===== config.mk =====
export PLATFORM = sky130hd
export DESIGN_NAME = cordic_engine
export DESIGN_NICKNAME = d
export VERILOG_FILES = /design/src/rtl/cordic_pkg.sv /design/src/rtl/cordic_engine_stage.sv /design/src/rtl/cordic_engine.sv
export SDC_FILE = /design/constraint.sdc
export NUM_CORES = 1
export LEC_CHECK = 0
export BUFFER_PORTS_ARGS = -buffer_cell sky130_fd_sc_hd__buf_2
export CORE_UTILIZATION = 45
export DETAILED_ROUTE_END_ITERATION = 16
export GPL_ROUTABILITY_DRIVEN = 1
export PLACE_DENSITY_LB_ADDON = 0.25
export SYNTH_ARGS = -nofsm -noshare
export SYNTH_HDL_FRONTEND = slang
export SYNTH_SLANG_ARGS = --single-unit
export TNS_END_PERCENT = 1

===== constraint.sdc =====
create_clock -name i_clock -period 5.2 [get_ports i_clock]
set_input_delay 0 -clock i_clock [delete_from_list [all_inputs] [get_ports i_clock]]
set_output_delay 0 -clock i_clock [all_outputs]
set_load 0.02 [all_outputs]

===== src/rtl/cordic_pkg.sv =====
// Shared definitions for the iterative CORDIC engine.
// Holds FSM encoding, mode constants, the 32-bit arctangent table and the inverse gain.
// The angle helper rounds each table entry to the binary-angle width in use.
package cordic_pkg;

    typedef enum logic [1:0] {
        IDLE = 2'd0,
        CALC = 2'd1,
        DONE = 2'd2
    } state_t;

    localparam logic MODE_ROT = 1'b0;
    localparam logic MODE_VEC = 1'b1;

    // 1/K for the full CORDIC gain in Q2.30; callers rescale to their DATA_W.
    localparam int CORDIC_INV_GAIN_Q30 = 652032874;

    // atan(2^-i) in binary angle units where 2^32 is one full turn.
    function automatic logic [31:0] atan_entry(input logic [3:0] idx);
        logic [31:0] v;
        case (idx)
            4'd0:    v = 32'h2000_0000;
            4'd1:    v = 32'h12E4_051E;
            4'd2:    v = 32'h09FB_385B;
            4'd3:    v = 32'h0511_11D4;
            4'd4:    v = 32'h028B_0D43;
            4'd5:    v = 32'h0145_D7E1;
            4'd6:    v = 32'h00A2_F61E;
            4'd7:    v = 32'h0051_7C55;
            4'd8:    v = 32'h0028_BE53;
            4'd9:    v = 32'h0014_5F2F;
            4'd10:   v = 32'h000A_2F98;
            4'd11:   v = 32'h0005_17CC;
            4'd12:   v = 32'h0002_8BE6;
            4'd13:   v = 32'h0001_45F3;
            4'd14:   v = 32'h0000_A2FA;
            default: v = 32'h0000_517D;
        endcase
        return v;
    endfunction

    // Table entry rounded to its top aw bits, right-aligned. Entries are small
    // enough that adding the rounding half-LSB cannot overflow 32 bits.
    function automatic logic [31:0] atan_angle(input logic [3:0] idx, input int aw);
        logic [31:0] t;
        t = atan_entry(idx) + (32'd1 << (31 - aw));
        return t >> (32 - aw);
    endfunction

endpackage


===== src/rtl/cordic_engine_stage.sv =====
// One CORDIC micro-rotation, purely combinational.
// Rotation steers on the sign of z, vectoring steers on the sign of y.
// Shifts are arithmetic so negative x/y keep their sign.
module cordic_stage
    import cordic_pkg::*;
#(
    parameter int W       = 18,
    parameter int ANGLE_W = 16
) (
    input  logic signed [W-1:0]       x,
    input  logic signed [W-1:0]       y,
    input  logic        [ANGLE_W-1:0] z,
    input  logic        [3:0]         i,
    input  logic                      mode,
    input  logic        [ANGLE_W-1:0] atan_i,
    output logic signed [W-1:0]       x_nxt,
    output logic signed [W-1:0]       y_nxt,
    output logic        [ANGLE_W-1:0] z_nxt
);

    logic signed [W-1:0] xs;
    logic signed [W-1:0] ys;
    logic                d_pos;

    // Apply one rotation by +/- atan(2^-i); z wraps modulo the angle width by design.
    always_comb begin
        xs    = x >>> i;
        ys    = y >>> i;
        d_pos = (mode == MODE_ROT) ? ~z[ANGLE_W-1] : y[W-1];
        if (d_pos) begin
            x_nxt = x - ys;
            y_nxt = y + xs;
            z_nxt = z - atan_i;
        end else begin
            x_nxt = x + ys;
            y_nxt = y - xs;
            z_nxt = z + atan_i;
        end
    end

endmodule


===== src/rtl/cordic_engine.sv =====
// Iterative CORDIC core: rotation (sin/cos) or vectoring (magnitude/atan2), one micro-rotation per clock.
// Latency: result registered on the ITER-th edge after acceptance, o_Done pulses the following cycle.
// Accepts a request only in IDLE (o_Ready); requests while busy are dropped, not queued.
module cordic_engine
    import cordic_pkg::*;
#(
    parameter int DATA_W  = 16,
    parameter int ANGLE_W = 16,
    parameter int ITER    = 12,
    parameter int GUARD   = 2
) (
    input  logic                i_clock,
    input  logic                i_Reset,
    input  logic                i_Valid,
    input  logic                i_Mode,
    input  logic [DATA_W-1:0]   i_X,
    input  logic [DATA_W-1:0]   i_Y,
    input  logic [ANGLE_W-1:0]  i_Theta,
    output logic                o_Ready,
    output logic                o_Busy,
    output logic                o_Done,
    output logic [DATA_W-1:0]   o_X,
    output logic [DATA_W-1:0]   o_Y,
    output logic [ANGLE_W-1:0]  o_Z
);

    localparam int W = DATA_W + GUARD;
    localparam logic [ANGLE_W-1:0] QUARTER  = {2'b01, {(ANGLE_W-2){1'b0}}};
    localparam logic [3:0]         LAST_IT  = 4'(ITER - 1);
    localparam logic signed [W-1:0] SAT_MAX = {{(GUARD+1){1'b0}}, {(DATA_W-1){1'b1}}};
    localparam logic signed [W-1:0] SAT_MIN = {{(GUARD+1){1'b1}}, {(DATA_W-1){1'b0}}};

    state_t state, state_nxt;

    logic signed [W-1:0]       x_r, y_r, x_nx, y_nx;
    logic signed [W-1:0]       x_in, y_in, x_pre, y_pre;
    logic        [ANGLE_W-1:0] z_r, z_nx, z_pre, atan_i;
    logic        [3:0]         iter_cnt;
    logic                      mode_r;
    logic                      zero_vec;

    function automatic logic [DATA_W-1:0] sat(input logic signed [W-1:0] v);
        logic signed [W-1:0] c;
        if (v > SAT_MAX)      c = SAT_MAX;
        else if (v < SAT_MIN) c = SAT_MIN;
        else                  c = v;
        return DATA_W'(c);
    endfunction

    assign x_in   = {{GUARD{i_X[DATA_W-1]}}, i_X};
    assign y_in   = {{GUARD{i_Y[DATA_W-1]}}, i_Y};
    assign atan_i = ANGLE_W'(atan_angle(iter_cnt, ANGLE_W));

    // Quadrant pre-rotation so the iterations only have to cover +/-99.9 degrees.
    always_comb begin
        x_pre = x_in;
        y_pre = y_in;
        z_pre = i_Theta;
        if (i_Mode == MODE_ROT) begin
            case (i_Theta[ANGLE_W-1:ANGLE_W-2])
                2'b01: begin
                    x_pre = -y_in;
                    y_pre = x_in;
                    z_pre = i_Theta - QUARTER;
                end
                2'b10: begin
                    x_pre = y_in;
                    y_pre = -x_in;
                    z_pre = i_Theta + QUARTER;
                end
                default: ;
            endcase
        end else begin
            z_pre = '0;
            if (x_in[W-1]) begin
                if (!y_in[W-1]) begin
                    x_pre = y_in;
                    y_pre = -x_in;
                    z_pre = QUARTER;
                end else begin
                    x_pre = -y_in;
                    y_pre = x_in;
                    z_pre = -QUARTER;
                end
            end
        end
    end

    cordic_stage #(
        .W       (W),
        .ANGLE_W (ANGLE_W)
    ) u_stage (
        .x      (x_r),
        .y      (y_r),
        .z      (z_r),
        .i      (iter_cnt),
        .mode   (mode_r),
        .atan_i (atan_i),
        .x_nxt  (x_nx),
        .y_nxt  (y_nx),
        .z_nxt  (z_nx)
    );

    // FSM state register.
    always_ff @(posedge i_clock) begin
        if (i_Reset) state <= IDLE;
        else         state <= state_nxt;
    end

    // Next-state logic: accept, iterate ITER times, pulse done for one cycle.
    always_comb begin
        state_nxt = state;
        case (state)
            IDLE:    if (i_Valid) state_nxt = CALC;
            CALC:    if (iter_cnt == LAST_IT) state_nxt = DONE;
            DONE:    state_nxt = IDLE;
            default: state_nxt = IDLE;
        endcase
    end

    // Handshake outputs decoded from state.
    always_comb begin
        o_Ready = (state == IDLE);
        o_Busy  = (state == CALC);
        o_Done  = (state == DONE);
    end

    // Datapath: load on acceptance, iterate in CALC, register saturated results on the last step.
    // A zero vector in vectoring mode has no defined angle; its z is forced to zero.
    always_ff @(posedge i_clock) begin
        if (i_Reset) begin
            x_r      <= '0;
            y_r      <= '0;
            z_r      <= '0;
            iter_cnt <= '0;
            mode_r   <= MODE_ROT;
            zero_vec <= 1'b0;
            o_X      <= '0;
            o_Y      <= '0;
            o_Z      <= '0;
        end else begin
            case (state)
                IDLE: begin
                    if (i_Valid) begin
                        x_r      <= x_pre;
                        y_r      <= y_pre;
                        z_r      <= z_pre;
                        iter_cnt <= '0;
                        mode_r   <= i_Mode;
                        zero_vec <= (i_Mode == MODE_VEC) && (i_X == '0) && (i_Y == '0);
                    end
                end
                CALC: begin
                    x_r      <= x_nx;
                    y_r      <= y_nx;
                    z_r      <= z_nx;
                    iter_cnt <= iter_cnt + 4'd1;
                    if (iter_cnt == LAST_IT) begin
                        o_X <= sat(x_nx);
                        o_Y <= sat(y_nx);
                        o_Z <= zero_vec ? '0 : z_nx;
                    end
                end
                default: ;
            endcase
        end
    end

endmodule


Word level (Yosys, flattened, before mapping)

Memories as Yosys holds them, arrays and structs flattened. A register that Yosys moved wholly into a read port is not among the register bits.
Index checks and enable logic that the tools add are counted.

Memory bits (read-only): 480
Bits in registers: 108
Bits of input ports: 52
Memories: 1
Output and inout port bits: 51

Mux-type cells: 34
Reductions and logical operators: 10
Add/sub/neg operators: 12
Equality and inequality tests: 7
Shifts and indexed selects: 2
Order comparisons: 4
Bitwise operators: 1

Memories:

| memory           | words | width | read ports | clocked after Yosys merged registers in | write ports | line             | source |
|---|---|---|---|---|---|---|---|
| (name not given) | 16    | 30    | 1          | 1                                       | 0           | cordic_pkg.sv:21 | `case (idx)` |

Operator list:

| operator                                                                       | count |
|---|---|
| 18-bit two-way mux                                                             | 10 |
| 16-bit two-way mux                                                             | 10 |
| 18-bit one-hot mux with 2 select lines                                         | 4 |
| 16-bit one-hot mux with 2 select lines                                         | 2 |
| 18-bit adder                                                                   | 2 |
| 18-bit by 16-bit > comparator with 1-bit output, second input constant         | 2 |
| 18-bit by 16-bit less-than comparator with 1-bit output, second input constant | 2 |
| 16-bit negator with 18-bit output                                              | 2 |
| 18-bit by 4-bit >>> shifter with 18-bit output                                 | 2 |
| 18-bit subtractor                                                              | 2 |
| 32-bit by 16-bit adder with 32-bit output, second input constant               | 1 |
| 16-bit zero test                                                               | 2 |
| 16-bit by 15-bit adder with 16-bit output, second input constant               | 1 |
| 16-bit adder                                                                   | 1 |
| 16-bit by 15-bit subtractor with 16-bit output, second input constant          | 1 |
| 16-bit subtractor                                                              | 1 |
| 4-bit two-way mux                                                              | 3 |
| 4-bit one-hot mux with 2 select lines                                          | 1 |
| 2-bit AND reduction                                                            | 4 |
| 4-bit by 1-bit adder with 4-bit output, second input constant                  | 1 |
| 2-bit by 1-bit equality test with 1-bit output, second input constant          | 2 |
| 2-bit equality test, second input constant                                     | 2 |
| 4-bit equality test, second input constant                                     | 1 |
| 2-bit two-way mux                                                              | 2 |
| 8 further kinds                                                                | 9 |

Longest topological paths before layout

Gate-level depths: netlist of the first run.

Depth after elaboration: 6
Depth in mapped cells: 25

Cells and area by module

Synthesis of the first run repeated with hierarchy kept, for this count alone.

Cell total of the unflattened synthesis: 1610
Area, all modules: 12330.6 µm²

By module, submodules not included:

| module        | cells each | times used | area each (µm²) | sequential area each (µm²) |
|---|---|---|---|---|
| cordic_engine | 955        | 1          | 7338.3          | 2462.4 |
| cordic_stage  | 655        | 1          | 4992.3          | 0.0 |

Worst setup path before layout of the first run

OpenSTA, ideal clock, no wires.

Path kind: flip-flop to flip-flop
Start point: register iter_cnt[1]
End point: register o_Y[6]
Setup time: 86 ps
Required time: 5114 ps
Path buffers: 4
Cell stages (with the launch flop): 23
Arrival time: 5212 ps
Path slack: -97 ps
Cell sequence: dfxtp_1 -> buf_6 -> buf_6 -> buf_2 -> mux4_2 -> mux2_2 -> mux2i_1 -> and2_1 -> nand2_1 -> nor3_1 -> a21oi_1 -> xnor2_1 -> ha_1 -> or4_1 -> o221a_2 -> o21a_1 -> o21a_1 -> o21a_1 -> o311ai_0 -> a21o_1 -> buf_2 -> nand2_1 -> a211oi_1

Longest elaborated chain between the ends: 6

Ends and longest elaborated chain:

| element                                                 | line                                                 | source |
|---|---|---|
| start, declared                                         | cordic_engine.sv:38                                  | `logic [3:0] iter_cnt;` |
| start signal, assigned                                  | cordic_engine.sv:157                                 | `iter_cnt <= iter_cnt + 4'd1;` |
| 18-bit by 4-bit >>> shifter with 18-bit output          | cordic_engine_stage.sv:27                            | `xs = x >>> i;` |
| 18-bit subtractor or 18-bit adder (tied branches)       | cordic_engine_stage.sv:36, cordic_engine_stage.sv:32 |  |
| 18-bit two-way mux                                      | cordic_engine_stage.sv:30                            | `if (d_pos) begin` |
| 18-bit by 16-bit less-than comparator with 1-bit output | cordic_engine.sv:45                                  | `else if (v < SAT_MIN) c = SAT_MIN;` |
| 16-bit two-way mux                                      | cordic_engine.sv:45                                  |  |
| 16-bit two-way mux                                      | cordic_engine.sv:44                                  | `if (v > SAT_MAX) c = SAT_MAX;` |
| end signal, assigned                                    | cordic_engine.sv:160                                 | `o_Y <= sat(y_nx);` |
| end, declared                                           | cordic_engine.sv:23                                  | `output logic [DATA_W-1:0] o_Y,` |

Parallel ways exist; a longest one is shown, timed or not.
A chain may end at the register's enable or synchronous reset.

Worst setup path in the final report of the first run

Start point: register iter_cnt[1]
End point: register o_X[1]

Longest elaborated chain between the ends: 6

Ends and longest elaborated chain:

| element                                                 | line                                                 | source |
|---|---|---|
| 18-bit by 4-bit >>> shifter with 18-bit output          | cordic_engine_stage.sv:28                            | `ys = y >>> i;` |
| 18-bit adder or 18-bit subtractor (tied branches)       | cordic_engine_stage.sv:35, cordic_engine_stage.sv:31 |  |
| 18-bit two-way mux                                      | cordic_engine_stage.sv:30                            |  |
| 18-bit by 16-bit less-than comparator with 1-bit output | cordic_engine.sv:45                                  |  |
| 16-bit two-way mux                                      | cordic_engine.sv:45                                  |  |
| 16-bit two-way mux                                      | cordic_engine.sv:44                                  |  |
| end signal, assigned                                    | cordic_engine.sv:159                                 | `o_X <= sat(x_nx);` |
| end, declared                                           | cordic_engine.sv:22                                  | `output logic [DATA_W-1:0] o_X,` |

Parallel ways exist; a longest one is shown, timed or not.

==> run summary, run 1 <==
Run status -> finished, final reports clean
Largest cells by area after synthesis -> dfxtp_1 19%, nor2_1 7.1%, ha_1 6.6%, mux4_2 6.1%, xnor2_1 5.7%
Core Util, Final -> 52.4%
Die Ht -> 170 µm
Area Growth Syn to Fin -> 14.8%
GR Util All Layers -> 28.7%
Final Hold Fails -> 0
Synth top area share -> 19.5%
Crit path max fanout -> 15
CTS root buffer -> clkbuf_16
Least-Margin Pin Slew -> 1.03 ns
Die X -> 170 µm
Clock Path Buffers -> 2
Maximum number of pins on one net before global-route repair -> 83
Multi-input gate area -> 9570 µm²
Layout cells sized above 1 -> 18.1%
Setup Total Neg Slack -> 0 ns
Critical path class -> flip-flop to flip-flop
Most frequent cells in the layout -> 236 x nor2_1, 147 x nand2_1, 134 x a21oi_1, 121 x dfxtp_1, 101 x buf_2
H-tree Lvls -> 4
Layout net count -> 1862
N_diodes -> 0
Tightest Hold Check Type -> primary input to flip-flop
Leak Pwr -> 0.00570 µW
Cts bufs inserted -> 17
Post-DRT Antenna Nets -> 0
Synth Warn # -> 0
Fill cell count -> 2681
Final period util -> 97.1%
Maximum vdd ir drop -> 0.442 mV
Commonest non-fill, non-tap cell in the layout -> nor2_1
Fmax -> 0.198 GHz
PortBufs -> 102
Initial Util -> 45.7%
Worst-Skew Late Latency -> 0.44 ns
First-pass GRT wire length -> 64.8 mm
Type of origin of the critical path -> flip-flop
CP Capture Type -> flip-flop
Cell Pwr Density -> 501 nW/µm²
Total Power -> 7280 µW
Max-capacitance violation count -> 0
Overflow after GRT -> 0
Initial DRC Count -> 1372
Core area -> 27700 µm²
Seq. cell area -> 2470 µm²
Syn Inst Count -> 1674
TritonCTS clock tree -> done
# DRC -> 0
Post-DP HPWL -> 30.3 mm
RSZ-0062 raised after global routing -> true
Async S/R FF share, synth -> 0%
Avg Inst Size Synth -> 7.56 µm²
Ports -> 103
Vias/cell -> 6.15
Final Wtd Congestion -> 0.947
Max-slew headroom -> 29.4%
DR vias -> 13100
Main flop type after synthesis -> dfxtp_1
Setup violators final -> 0
Die area -> 28800 µm²
Antenna violations before repair -> 0
Sink Count -> 123
Post-synthesis sequential area ratio -> 19.5%
Layout Skew -> 0.0130 ns
Post-layout min period -> 5.05 ns
DR pass1 iterations -> 6
Routed WL -> 42.0 mm
Final Max Slew Viols -> 0
WP data arrival -> 5.39 ns
Cell variety after synth -> 84
Vias in the first global route -> 11800
Routed len/inst -> 19.7 µm
Seq cells post-synth -> 123
Post-synth EDFFs -> 0
Mapped Nets -> 1796
WP data required -> 5.53 ns
Top cell type by total area after synthesis -> dfxtp_1
Cell Area, Synth -> 12700 µm²
Std-Cell Rows -> 61
Clk slew on worst S/H paths -> 0.07 ns
[cell type report]
type / count / area share [%]
multi-input cells: 1369 / 65.9
clock buffers: 17 / 2.93
clock inverters: 15 / 1.20
inverters: 44 / 1.14
repair buffers: 185 / 8.61
well taps: 378 / 3.26
flip-flops and latches: 123 / 17.0
[metal layers]
layer / global-route usage [%] / wire length (µm)
met5: 0 / 0
met4: 11.8 / 1560
met3: 4.22 / 3470
met2: 43.3 / 18200
met1: 40.7 / 18800
[metrics by stage]
| stage | setup slack (ns) | instance area (µm²) | hold slack (ns) | cells |
|---|---|---|---|---|
| CTS | 0.0657 | 14300 | 0.0481 | 2125 |
| floorplan | 0.0782 | 12700 | 0.150 | 1674 |
| global route | -0.106 | 14500 | 0.0942 | 2131 |
| global placement | 0.0845 | 13600 | 0.253 | 2079 |
| detailed placement | 0.000435 | 13600 | 0.267 | 2079 |
| finish | 0.149 | 14500 | 0.0612 | 2131 |
[cells by family (layout without fill, tap and decap cells)]
logic type,Yosys count,after routing,share of synthesized area (%)
buf+inv,182,261,5.97
xor+xnor,126,126,8.89
mux,86,86,10.4
flops,123,123,19.5
simple gates,586,586,21.2
fa+ha+maj,70,70,7.10
compound gates,501,501,26.9
[report_power, final]
group	switching (µW)	internal [µW]	leakage [µW]
combinational	2760	2050	0.00441
clock	555	686	0.000285
sequential	187	1050	0.00100
total	3500	3780	0.00570
[repair_timing]
action                     in CTS  in global routing
resized for setup               4                 24
hold endpoints to repair       14                  0
cloned                          0                  0
hold buffers                   14                  0
setup buffers                   0                  6
pin swaps                       0                  2
setup endpoints to repair      30                 34
[final timing paths]
path                                  from                    to  slack (ns)  cells after the start
setup reg to reg  iter_cnt[1]$_SDFFE_PP0P_   o_X[1]$_SDFFE_PP0P_        0.15                     21
hold / removal                     i_Reset             flip-flop        0.06                      2
hold reg to reg       o_X[15]$_SDFFE_PP0P_  o_X[15]$_SDFFE_PP0P_        0.49                      2
setup / recovery  iter_cnt[1]$_SDFFE_PP0P_   o_X[1]$_SDFFE_PP0P_        0.15                     21
[worst max-delay path, cell delays in order (launching register included)]
cell	delay, ns
dfxtp_4	0.42
buf_12	0.17
buf_4	0.15
mux4_2	0.50
mux2_2	0.30
or3_1	0.37
a21oi_2	0.20
and2_1	0.23
a31oi_1	0.13
xnor2_1	0.29
ha_1	0.32
o21ai_0	0.08
nand2b_1	0.13
o31a_1	0.14
a31oi_1	0.16
o21a_2	0.25
o21ai_1	0.14
xor2_2	0.31
a31oi_1	0.09
o21a_1	0.16
buf_12	0.16
a221oi_1	0.23
[cells in the mapped netlist (17+ instances only)]
library cell	n
nor2_1	238
nand2_1	147
a21oi_1	136
dfxtp_1	123
clkbuf_1	103
o21ai_0	100
xnor2_1	82
ha_1	67
xor2_1	42
inv_1	41
a221oi_1	40
mux4_2	34
nor3_1	32
nand3_1	31
a211oi_1	29
a31oi_1	29
o21a_1	29
mux2i_1	28
mux2_2	22
a22oi_1	20
nand2b_1	20
nor2b_1	17
(Power assumes the default switching activity.)
==> run 2: changes to the inputs <==
--- a/config.mk
+++ b/config.mk
@@ -10,6 +10,7 @@
 export DETAILED_ROUTE_END_ITERATION = 16
 export GPL_ROUTABILITY_DRIVEN = 1
 export PLACE_DENSITY_LB_ADDON = 0.25
+export SETUP_SLACK_MARGIN = 0.4
 export SYNTH_ARGS = -nofsm -noshare
 export SYNTH_HDL_FRONTEND = slang
 export SYNTH_SLANG_ARGS = --single-unit
==> run summary, run 2 (synthesized netlist as in run 1, its figures left out) <==
Post-DRT Antenna Nets -> 0 (unchanged)
Setup Total Neg Slack -> 0 ns (unchanged)
Antenna violations before repair -> 0 (unchanged)
Critical path class -> flip-flop to flip-flop
Non-filler cells, final -> 2175 (+2.1%)
Critical-path top delay cell -> mux4_2
Post-DP HPWL -> 31.3 mm (+3.3%)
# DRC -> 0 (unchanged)
WP data required -> 5.54 ns (about the same)
Final Wtd Congestion -> 0.985 (+4.1%)
Maximum number of pins on one net before global-route repair -> 87 (+4.8%)
RSZ-0062 raised after global routing -> true
Sink Count -> 123 (unchanged)
Most common cell on crit path -> buf_12
Type of origin of the critical path -> flip-flop
Max-capacitance violation count -> 1 (+1)
First-pass GRT wire length -> 67.6 mm (+4.4%)
Overflow after GRT -> 0 (unchanged)
Critical-path cell list -> buf_12 -> buf_12 -> mux4_2 -> mux2_4 -> mux2_4 -> inv_4 -> ha_4 -> a21boi_4 -> buf_6 -> nor2_2 -> xor2_1 -> ha_1 -> o21a_1 -> o31a_1 -> nor3_2 -> o211ai_1 -> a31oi_1 -> o21bai_2 -> a32oi_2 -> a31oi_4 -> buf_12 -> a221oi_2
Initial Util -> 45.7% (unchanged)
Most frequent cells in the layout -> 233 x nor2_1, 146 x nand2_1, 129 x a21oi_1, 120 x dfxtp_1, 101 x buf_2
DR pass1 iterations -> 8 (+2)
Final hold slack -> 0.0675 ns (+0.00630 ns)
Max incr delay on CP -> 0.52 ns (+0.02 ns)
Vias in the first global route -> 12100 (+2.1%)
H-tree Lvls -> 4 (unchanged)
Routed WL -> 45.0 mm (+7.1%)
Final WS setup -> 0.280 ns (+0.132 ns)
Final Hold Fails -> 0 (unchanged)
N_diodes -> 0 (unchanged)
Cell Pwr Density -> 527 nW/µm² (+5.1%)
Layout net count -> 1907 (+2.4%)
Setup slack at placement -> -0.0260 ns (-0.0264 ns)
Clk slew on worst S/H paths -> 0.06 ns (about the same)
PortBufs -> 102 (unchanged)
Cts bufs inserted -> 17 (unchanged)
Clock Path Buffers -> 2 (unchanged)
Critical path buffer and inverter count -> 5 (+2)
Worst-Skew Late Latency -> 0.43 ns (about the same)
Crit-path leading delay family -> compound AO/OA/AOI/OAI gates
Final Max Slew Viols -> 0 (unchanged)
Core area -> 27700 µm² (unchanged)
CTS root buffer -> clkbuf_16
TritonCTS clock tree -> done
Layout Skew -> 0.0177 ns (+0.00471 ns)
Leak Pwr -> 0.00600 µW (+5.2%)
Ports -> 103 (unchanged)
Setup violators final -> 0 (unchanged)
Tightest Hold Check Type -> primary input to flip-flop
DR vias -> 13600 (+3.9%)
Maximum vdd ir drop -> 0.475 mV (+7.5%)
Initial DRC Count -> 1486 (+8.3%)
Die Ht -> 170 µm (unchanged)
Failing checks -> capacitance limit
Core Util, Final -> 55.1% (+2.7 points)
Die area -> 28800 µm² (unchanged)
Max-slew headroom -> 2.36% (-27 points)
WP data arrival -> 5.26 ns (-0.13 ns)
Least-Margin Pin Slew -> 1.43 ns (+0.396 ns)
Final period util -> 94.6% (-2.5 points)
Die X -> 170 µm (unchanged)
Post-layout min period -> 4.92 ns (-0.132 ns)
Layout cells sized above 1 -> 22.9% (+4.8 points)
Vias/cell -> 6.26 (+1.8%)
Area Growth Syn to Fin -> 20.6%
Run status -> finished with violations
Crit path max fanout -> 8 (-7)
CP Capture Type -> flip-flop
Routed len/inst -> 20.7 µm (+4.9%)
Std-Cell Rows -> 61 (unchanged)
Fmax -> 0.203 GHz (+2.7%)
Fill cell count -> 2638 (-1.6%)
Commonest non-fill, non-tap cell in the layout -> nor2_1
GR Util All Layers -> 30.1% (+1.4 points)
Dpl cells -> 2082 (+0.14%)
run 2: layout make-up:
| type | count | area, µm² | area share, % |
|---|---|---|---|
| timing repair buffer | 229 | 1650 | 10.8 |
| clock inverter | 12 | 161 | 1.06 |
| multi-input combinational | 1370 | 9900 | 64.8 |
| tap | 378 | 473 | 3.10 |
| inverter | 44 | 168 | 1.10 |
| clock buffer | 19 | 443 | 2.90 |
| sequential | 123 | 2470 | 16.2 |
run 2: stage by stage:
step	instance area (µm²)	total power, µW
finish	15300	8050
global route	15300	8450
CTS	14800	7390
detailed placement	13600	5700
global placement	13600	5650
floorplan	12700	4470
run 2: report_power, final:
| group | internal [µW] | switching, µW | total (µW) |
|---|---|---|---|
| Combinational | 2470 | 3090 | 5560 |
| Clock | 769 | 485 | 1250 |
| Sequential | 1050 | 182 | 1230 |
run 2: repair_timing:
| action | 4_1_cts | 5_1_grt |
|---|---|---|
| hold buffers | 14 | 0 |
| hold endpoints to repair | 14 | 0 |
| resized for setup | 60 | 51 |
| cloned | 2 | 3 |
| setup endpoints to repair | 38 | 41 |
| pin swaps | 16 | 42 |
| setup buffers | 20 | 23 |
run 2: worst paths after layout:
| path | startpoint | endpoint | slack, ns | cells after the start |
|---|---|---|---|---|
| worst min register to register | o_X[15]$_SDFFE_PP0P_ | o_X[15]$_SDFFE_PP0P_ | 0.46 | 2 |
| worst min-delay path | i_Reset | flip-flop | 0.07 | 2 |
| worst max-delay path | iter_cnt[1]$_SDFFE_PP0P_ | o_X[1]$_SDFFE_PP0P_ | 0.28 | 22 |
| worst max register to register | iter_cnt[1]$_SDFFE_PP0P_ | o_X[1]$_SDFFE_PP0P_ | 0.28 | 22 |
run 2: worst reg2reg max path, cell delays in order (launching register included):
cell and delay (ns):
dfxtp_4 0.37, buf_12 0.14, buf_12 0.13, mux4_2 0.52, mux2_4 0.30, mux2_4 0.32, inv_4 0.08, ha_4 0.13
a21boi_4 0.19, buf_6 0.13, nor2_2 0.03, xor2_1 0.14, ha_1 0.36, o21a_1 0.12, o31a_1 0.13, nor3_2 0.26
o211ai_1 0.15, a31oi_1 0.27, o21bai_2 0.18, a32oi_2 0.27, a31oi_4 0.15, buf_12 0.18, a221oi_2 0.26
run 2: routing by layer:
metal / wire length (µm) / vias up / GRT usage (%)
met5: 0 / - / 0
met4: 1250 / 0 / 10.7
met3: 3550 / 70 / 4.41
met2: 20200 / 617 / 45.8
met1: 20000 / 6575 / 42.9
li1: - / 6349 / -
